===== src/rtl/pc_sequencer.sv =====
// Program counter sequencer with a req/done run handshake, absolute and relative jumps,
// a hardware call/return stack and a stall input. Every output comes straight from a register.
module pc_sequencer #(
  parameter int          D           = 12,
  parameter int          STACK_DEPTH = 4,
  parameter int unsigned START_ADDR  = 0
) (
  input  logic                               clk,
  input  logic                               reset,
  input  logic                               req,
  input  logic                               halt_i,
  input  logic                               stall,
  input  logic                               jump_en,
  input  logic                               jump_rel,
  input  logic                               call_en,
  input  logic                               ret_en,
  input  logic [D-1:0]                       target,
  output logic [D-1:0]                       prog_ctr,
  output logic                               running,
  output logic                               done,
  output logic                               stack_err,
  output logic [$clog2(STACK_DEPTH+1)-1:0]   depth
);

  localparam int DW = $clog2(STACK_DEPTH + 1);
  localparam int SW = (STACK_DEPTH > 1) ? $clog2(STACK_DEPTH) : 1;
  localparam logic [D-1:0]  START_PC = D'(START_ADDR);
  localparam logic [DW-1:0] FULL     = DW'(STACK_DEPTH);

  typedef enum logic [1:0] {S_IDLE, S_RUN, S_DONE} state_t;

  state_t          state_q, state_d;
  logic [D-1:0]    pc_q, pc_d;
  logic [DW-1:0]   depth_q, depth_d;
  logic            err_q, err_d;
  logic            running_q, running_d;
  logic            done_q, done_d;
  logic            push;
  logic [D-1:0]    push_data;
  logic [SW-1:0]   push_idx, top_idx;
  logic [D-1:0]    stack_q [STACK_DEPTH];

  // depth_q is the next free slot; the top entry sits one below it
  assign push_idx  = depth_q[SW-1:0];
  assign top_idx   = SW'(depth_q - DW'(1));
  assign push_data = pc_q + D'(1);

  always_ff @(posedge clk or negedge reset) begin
    if (!reset) begin
      state_q   <= S_IDLE;
      pc_q      <= START_PC;
      depth_q   <= '0;
      err_q     <= 1'b0;
      running_q <= 1'b0;
      done_q    <= 1'b0;
    end else begin
      state_q   <= state_d;
      pc_q      <= pc_d;
      depth_q   <= depth_d;
      err_q     <= err_d;
      running_q <= running_d;
      done_q    <= done_d;
    end
  end

  always_comb begin
    state_d = state_q;
    pc_d    = pc_q;
    depth_d = depth_q;
    err_d   = err_q;
    push    = 1'b0;
    case (state_q)
      S_IDLE: begin
        pc_d = START_PC;
        if (req) begin
          state_d = S_RUN;
          depth_d = '0;
          err_d   = 1'b0;
        end
      end
      S_RUN: begin
        if (!stall) begin
          if (halt_i) begin
            state_d = S_DONE;
          end else if (ret_en) begin
            if (depth_q == '0) begin
              err_d   = 1'b1;
              state_d = S_DONE;
            end else begin
              pc_d    = stack_q[top_idx];
              depth_d = depth_q - DW'(1);
            end
          end else if (call_en) begin
            if (depth_q == FULL) begin
              err_d   = 1'b1;
              state_d = S_DONE;
            end else begin
              push    = 1'b1;
              pc_d    = target;
              depth_d = depth_q + DW'(1);
            end
          end else if (jump_en) begin
            pc_d = jump_rel ? (pc_q + target) : target;
          end else begin
            pc_d = pc_q + D'(1);
          end
        end
      end
      S_DONE: begin
        if (!req) begin
          state_d = S_IDLE;
          pc_d    = START_PC;
        end
      end
      default: state_d = S_IDLE;
    endcase
  end

  // Status flags are decoded from the next state so they register alongside it
  always_comb begin
    running_d = (state_d == S_RUN);
    done_d    = (state_d == S_DONE);
  end

  always_ff @(posedge clk) begin
    if (push) stack_q[push_idx] <= push_data;
  end

  assign prog_ctr  = pc_q;
  assign running   = running_q;
  assign done      = done_q;
  assign stack_err = err_q;
  assign depth     = depth_q;

endmodule


===== config.mk =====
export PLATFORM = sky130hd
export DESIGN_NAME = pc_sequencer
export DESIGN_NICKNAME = d
export VERILOG_FILES = /design/src/rtl/pc_sequencer.sv
export SDC_FILE = /design/constraint.sdc
export NUM_CORES = 1
export LEC_CHECK = 0
export ABC_AREA = 1
export BUFFER_PORTS_ARGS = -buffer_cell sky130_fd_sc_hd__clkbuf_2
export CAP_MARGIN = 0
export CORE_ASPECT_RATIO = 0.7
export CORE_MARGIN = 2
export CORE_UTILIZATION = 50
export CTS_CLUSTER_DIAMETER = 120
export DETAILED_ROUTE_END_ITERATION = 10
export PLACE_DENSITY = 0.72
export SYNTH_ARGS = -nofsm -noshare
export SYNTH_HDL_FRONTEND = slang
export SYNTH_SLANG_ARGS = --single-unit

===== constraint.sdc =====
create_clock -name clk -period 2.3 [get_ports clk]
set_input_delay 0.345 -clock clk [delete_from_list [all_inputs] [get_ports clk]]
set_output_delay 0.345 -clock clk [all_outputs]
set_load 0.05 [all_outputs]

======== Word level (Yosys, flattened, before mapping) ========
Memories as Yosys holds them, arrays and structs flattened.
Cells that the tools add are included.
storage, ports and cells
  flip-flop bits (word level) ............. 20
  latch bits .............................. 0
  RAM bits ................................ 48
  ROM bits ................................ 0
  bits of input ports ..................... 21
  output and inout port bits .............. 18
  word-level logic and storage cells ...... 76
  memories kept ........................... 1
cells by class
  add/subtract/negate cells ............... 4
  multiply operators ...................... 0
  divide/modulo/power cells ............... 0
  magnitude comparators ................... 0
  equal/unequal tests ..................... 15
  shifts and indexed selects .............. 0
  multiplexer cells ....................... 43
  bitwise logic cells ..................... 0
  reductions and logical operators ........ 7
memories
  name     depth  bits a word  read ports  clocked after Yosys merged registers in  wr ports  RTL line  RTL
  stack_q  4      12           1           0                                        1         41        logic [D-1:0] stack_q [STACK_DEPTH];
operators with widths
  kind                                                 count
  two-way mux 12 bit                                   9
  case mux 12 bit (3 select lines)                     1
  two-way mux 3 bit                                    7
  two-way mux 2 bit                                    8
  two-way mux 1 bit                                    15
  != test 3 bit, second input constant                 5
  AND reduction 7 bit                                  2
  adder 12 x 1 -> 12 bit, second input constant        1
  adder 12 bit                                         1
  != test 2 bit, second input constant                 4
  case mux 2 bit (3 select lines)                      1
  case mux 3 bit (2 select lines)                      1
  AND reduction 6 bit                                  1
  equality test 2 x 1 -> 1 bit, second input constant  2
  equality test 2 bit, second input constant           2
  != test 4 bit, second input constant                 1
  adder 3 x 1 -> 3 bit, second input constant          1
  equality test 3 bit, second input constant           1
  zero test 3 bit                                      1
  nonzero test 3 bit                                   1
  subtractor 3 x 1 -> 3 bit, second input constant     1
  zero test 2 bit                                      1
  case mux 1 bit (2 select lines)                      1
  nonzero test 2 bit                                   1

======== Depth between registers and ports, before layout ========
  word-level depth ........................ 9
  gate-level depth with buffers ........... 14
  mapped depth without buffers ............ 14

======== Worst setup path before layout ========
Ideal clock, no wire load.
  path type ............................... register to register
  from .................................... reg depth_q[0] (netlist: depth[0])
  to ...................................... mem stack_q[1][0] (enable)
  setup time .............................. 0.380 ns
  arrival ................................. 2.359 ns
  required time ........................... 1.920 ns
  path slack .............................. -0.439 ns
  cell stages (with the launch flop) ...... 8
  buffers on the path ..................... 2
  period minus slack after synthesis ...... 2.739 ns
  cell sequence ........................... dfrtp_1 -> buf_2 -> clkinv_1 -> clkbuf_1 -> ha_1 -> nand2_1 -> nand4_1 -> nor2_1
on the way
  longest elaborated chain between the ends .. 9
RTL lines
  item                                     RTL line  RTL
  start: declaration                       34        logic [DW-1:0] depth_q, depth_d;
  start signal: assignment                 59        depth_q <= depth_d;
  equality test 3 bit                      94        if (depth_q == FULL) begin
  two-way mux 1 bit                        94
  two-way mux 1 bit                        93        end else if (call_en) begin
  two-way mux 1 bit                        85        end else if (ret_en) begin
  two-way mux 1 bit                        83        if (halt_i) begin
  two-way mux 1 bit                        82        if (!stall) begin
  two-way mux 1 bit                        72        case (state_q)
  two-way mux 1 bit                        126       if (push) stack_q[push_idx] <= push_data;
  two-way mux 1 bit (not written as such)  126
  end: declaration                         41
Several ways; a longest one is shown, not always the timed one.

======== Final worst setup path ========
  from .................................... reg depth_q[1] (netlist: depth[1])
  to ...................................... reg pc_q[9] (netlist: prog_ctr[9])
on the way
  longest elaborated chain between the ends .. 7
  elaborated cells on any way between the ends .. 12
  those cells by class .................... add/sub: 1; eq/ne: 3; mux: 5; reduce/logical: 2; memory: 1
RTL lines
  item                              RTL line  RTL
  subtractor 3 x 1 -> 3 bit         n/a
  memory (4 x 12 bit)               n/a
  two-way mux 12 bit                86        if (depth_q == '0) begin
  two-way mux 12 bit                85
  two-way mux 12 bit                83
  two-way mux 12 bit                82
  case mux 12 bit (3 select lines)  72
  end signal: assignment            58        pc_q <= pc_d;
  end: declaration                  33        logic [D-1:0] pc_q, pc_d;
Several ways; a longest one is shown, not always the timed one. The select of a mux whose other input is x is not followed.
A chain may end at the register's enable or synchronous reset.

==> impl_metrics.py <==
metrics = {
    "detailed_routing": {
        "vias": 3623,
        "drc": 0,
        "via_per_inst": 5.66,
        "drtPass1Iterations": 5,
        "wl_mm": 10.4,
        "wl_per_cell_um": 16.2,
        "drt.antenna.violating_nets": 0,
        "drt_iter0_markers": 283,
    },
    "die": {
        "initial_core_util_pct": 51.8,
        "core-area_sq_um": 7910,
        "die_w_um": 112,
        "io_pins": 39,
        "die_area_sq_um": 8940,
        "die_h_um": 79.7,
        "rows": 27,
    },
    "power_and_ir_drop": {
        "p_comb_share_pct": 48.5,
        "internal_power_mw": 3.19,
        "switchingPower_mw": 2.58,
        "p_leak_nw": 2.18,
        "switching_share_pct": 44.7,
        "clock_power_share_pct": 21.7,
        "pwr_density_cell_nw_per_um2": 1220,
        "ir_drop_uv": 675,
        "p_seq_share_pct": 29.8,
    },
    "placed_design": {
        "gp_routability_congestion": 0.954,
        "hpwl_mm": 7.59,
        "pre_cts_ws_ns": 0.229,
        "portBuffers": 38,
    },
    "clock_tree": {
        "htreeDepth": 3,
        "tritoncts": "yes",
        "cts_sinks": 68,
        "worstSkewPairLatency_ns": 0.34,
        "clk_pin_slew_worst_paths_ns": 0.05,
        "cts.path.max_buffers": 2,
        "cts_buffers": 9,
        "cts_resized": 0,
        "ctsHoldBuffers": 0,
        "root_buffer": "clkbuf_16",
        "post_cts_buffers": 0,
    },
    "critical_path": {
        "crit_top_cell": "nor2_1",
        "cp_cell_sequence": "inv_1 -> ha_4 -> nand2_1 -> nor2_1 -> nor2_1 -> nor2_1 -> nor4_4 -> buf_4 -> nand2_4 -> nor2_1 -> nand2_1 -> nand2_1",
        "critPathMaxFanout": 10,
        "critPathSlowestCell": "dfrtp_1",
        "required_ns": 2.57,
        "critPathLaunchType": "flop",
        "critPathMaxStageDelay_ns": 0.40,
        "crit_family": "simple AND/OR/NAND/NOR gates",
        "crit_type": "flop to flop",
        "crit_path_end_kind": "flop",
        "cp_num_buf_inv": 2,
        "critical_path_arrival_ns": 2.31,
    },
    "sta": {
        "min_period_ns": 2.04,
        "slew_violations": 0,
        "rsz0062_at_grt": "false",
        "tightestPinTransition_ns": 0.640,
        "skew_ns": 0.00619,
        "hold_violations": 0,
        "setup_violations": 0,
        "period_share_pct": 88.6,
        "timing.hold.ws_ns": 0.0206,
        "fmax_mhz": 491,
        "timing.slew.headroom_pct": 57.3,
        "setup_ws_ns": 0.263,
        "tns_ns": 0,
    },
    "global_routing": {
        "grt_pass1_vias": 3362,
        "grt_pass1_wl_mm": 16.9,
        "antenna_found_initial": 0,
        "gr-usage-all-layers_pct": 24.8,
        "grt_max_degree": 29,
        "gr-total-overflow": 0,
    },
    "finish": {
        "fin_nets": 574,
        "multi_input_area_sq_um": 1880,
        "n_fill_cell": 729,
        "drive_gt1_share_pct": 16.0,
        "register_area_sq_um": 1940,
        "diodes": 0,
        "synthToLayoutAreaGrowth_pct": 15.4,
    },
    "yosys": {
        "ys_warn_count": 0,
        "synth_area_sq_um": 4100,
        "synth_seq_area_share_pct": 47.4,
        "synth_cells": 486,
        "syn_nets": 525,
        "synth-seq-cells": 68,
        "synth_area_per_cell_sq_um": 8.43,
        "synth.distinct_cells": 41,
    },
    "run": {
        "drv_cap": 0,
    },
    "outcome": {
        "outcome": "finished clean",
    },
    "min_path": {
        "hp-class": "input pin to asynchronous set/reset pin",
    },
}
flip-flops by register name, indices dropped and copies added (netlist names):
register / count
state_q: 2
running: 1
depth: 3
done: 1
stack_err: 1
prog_ctr: 12
stack_q: 48
cell usage after synthesis, drive strengths merged:
cell type | instances | area, sq um
nand2 | 136 | 518
inv | 52 | 198
nor2 | 51 | 206
edfxtp | 48 | 1440
a21oi | 30 | 150
nand3 | 27 | 135
o21ai | 25 | 125
dfrtp | 20 | 500
ha | 17 | 213
clkbuf | 9 | 53.8
nand4 | 8 | 50.1
o22ai | 8 | 50.1
xor2 | 8 | 70.1
a22oi | 7 | 52.6
o211ai | 6 | 45.0
o221ai | 6 | 52.6
nor3 | 5 | 40.0
buf | 4 | 28.8
xnor2 | 4 | 35.0
o21bai | 3 | 22.5
clkinv | 2 | 7.51
or2 | 2 | 12.5
a21o | 1 | 7.51
a31oi | 1 | 6.26
a32oi | 1 | 8.76
dlygate4sd1 | 1 | 8.76
fa | 1 | 20.0
nor4 | 1 | 21.3
o21a | 1 | 7.51
o31ai | 1 | 7.51
cell families after synthesis:
| group | share of synthesized area [%] |
|---|---|
| flip-flops | 47.4 |
| adder cells (fa/ha/maj) | 5.68 |
| XOR/XNOR | 2.57 |
| buffers and inverters | 7.24 |
| AND/OR/NAND/NOR | 24.0 |
| AO/OA/AOI/OAI | 13.1 |
worst paths after layout:
path,cells after the start,slack [ns],from,end
max,12,0.26,depth[1],prog_ctr[9]
min,1,0.02,reset,prog_ctr[6]
max reg2reg,12,0.26,depth[1],prog_ctr[9]
min reg2reg,2,0.49,stack_err,stack_err
max in group asynchronous,1,1.83,reset,depth[0]
min in group clk,4,0.33,stall,done
power by group through the flow:
stage               sequential [mW]  clock (mW)  combinational (mW)
CTS                            1.72        1.28                2.77
finish                         1.72        1.25                2.80
floorplan                      2.12           0                1.67
global route                   1.74        1.33                3.10
detailed placement             1.74           0                2.76
global placement               1.73           0                2.70
layout by cell type, fill, tap and decap left out, types with 9 or more instances in the layout:
cell type	n
dfrtp_1	19
nor2_1	43
o21ai_0	24
inv_1	49
edfxtp_1	48
a21oi_1	30
nand3_1	27
clkbuf_2	38
ha_1	15
nand2_1	135
buf_4	14
clkbuf_16	9
layout make-up:
type | instances | area share, %
sequential | 68 | 41.1
multi-input combinational | 350 | 39.8
timing repair buffer | 52 | 6.25
clock buffer | 13 | 5.51
inverter | 54 | 4.45
tap | 101 | 2.67
clock inverter | 2 | 0.212
per-stage QoR:
| step | util [%] | instances | cell area [sq um] | power, mW |
|---|---|---|---|---|
| 6_report | 59.8 | 640 | 4730 | 5.78 |
| 5_1_grt | 59.8 | 640 | 4730 | 6.17 |
| 4_1_cts | 59.8 | 640 | 4720 | 5.76 |
| 3_5_place_dp | 56.3 | 625 | 4450 | 4.49 |
| 3_3_place_gp | 56.3 | 625 | 4450 | 4.43 |
| 2_1_floorplan | - | 486 | 4140 | 3.79 |
layer usage:
layer | part of all wire [%] | global-route usage, %
met4 | 1.0 | 5.12
met3 | 8.6 | 8.50
met1 | 47 | 35.0
met5 | 0 | 0
met2 | 43 | 37.3
Note: power is estimated with default switching activity, not from simulation.
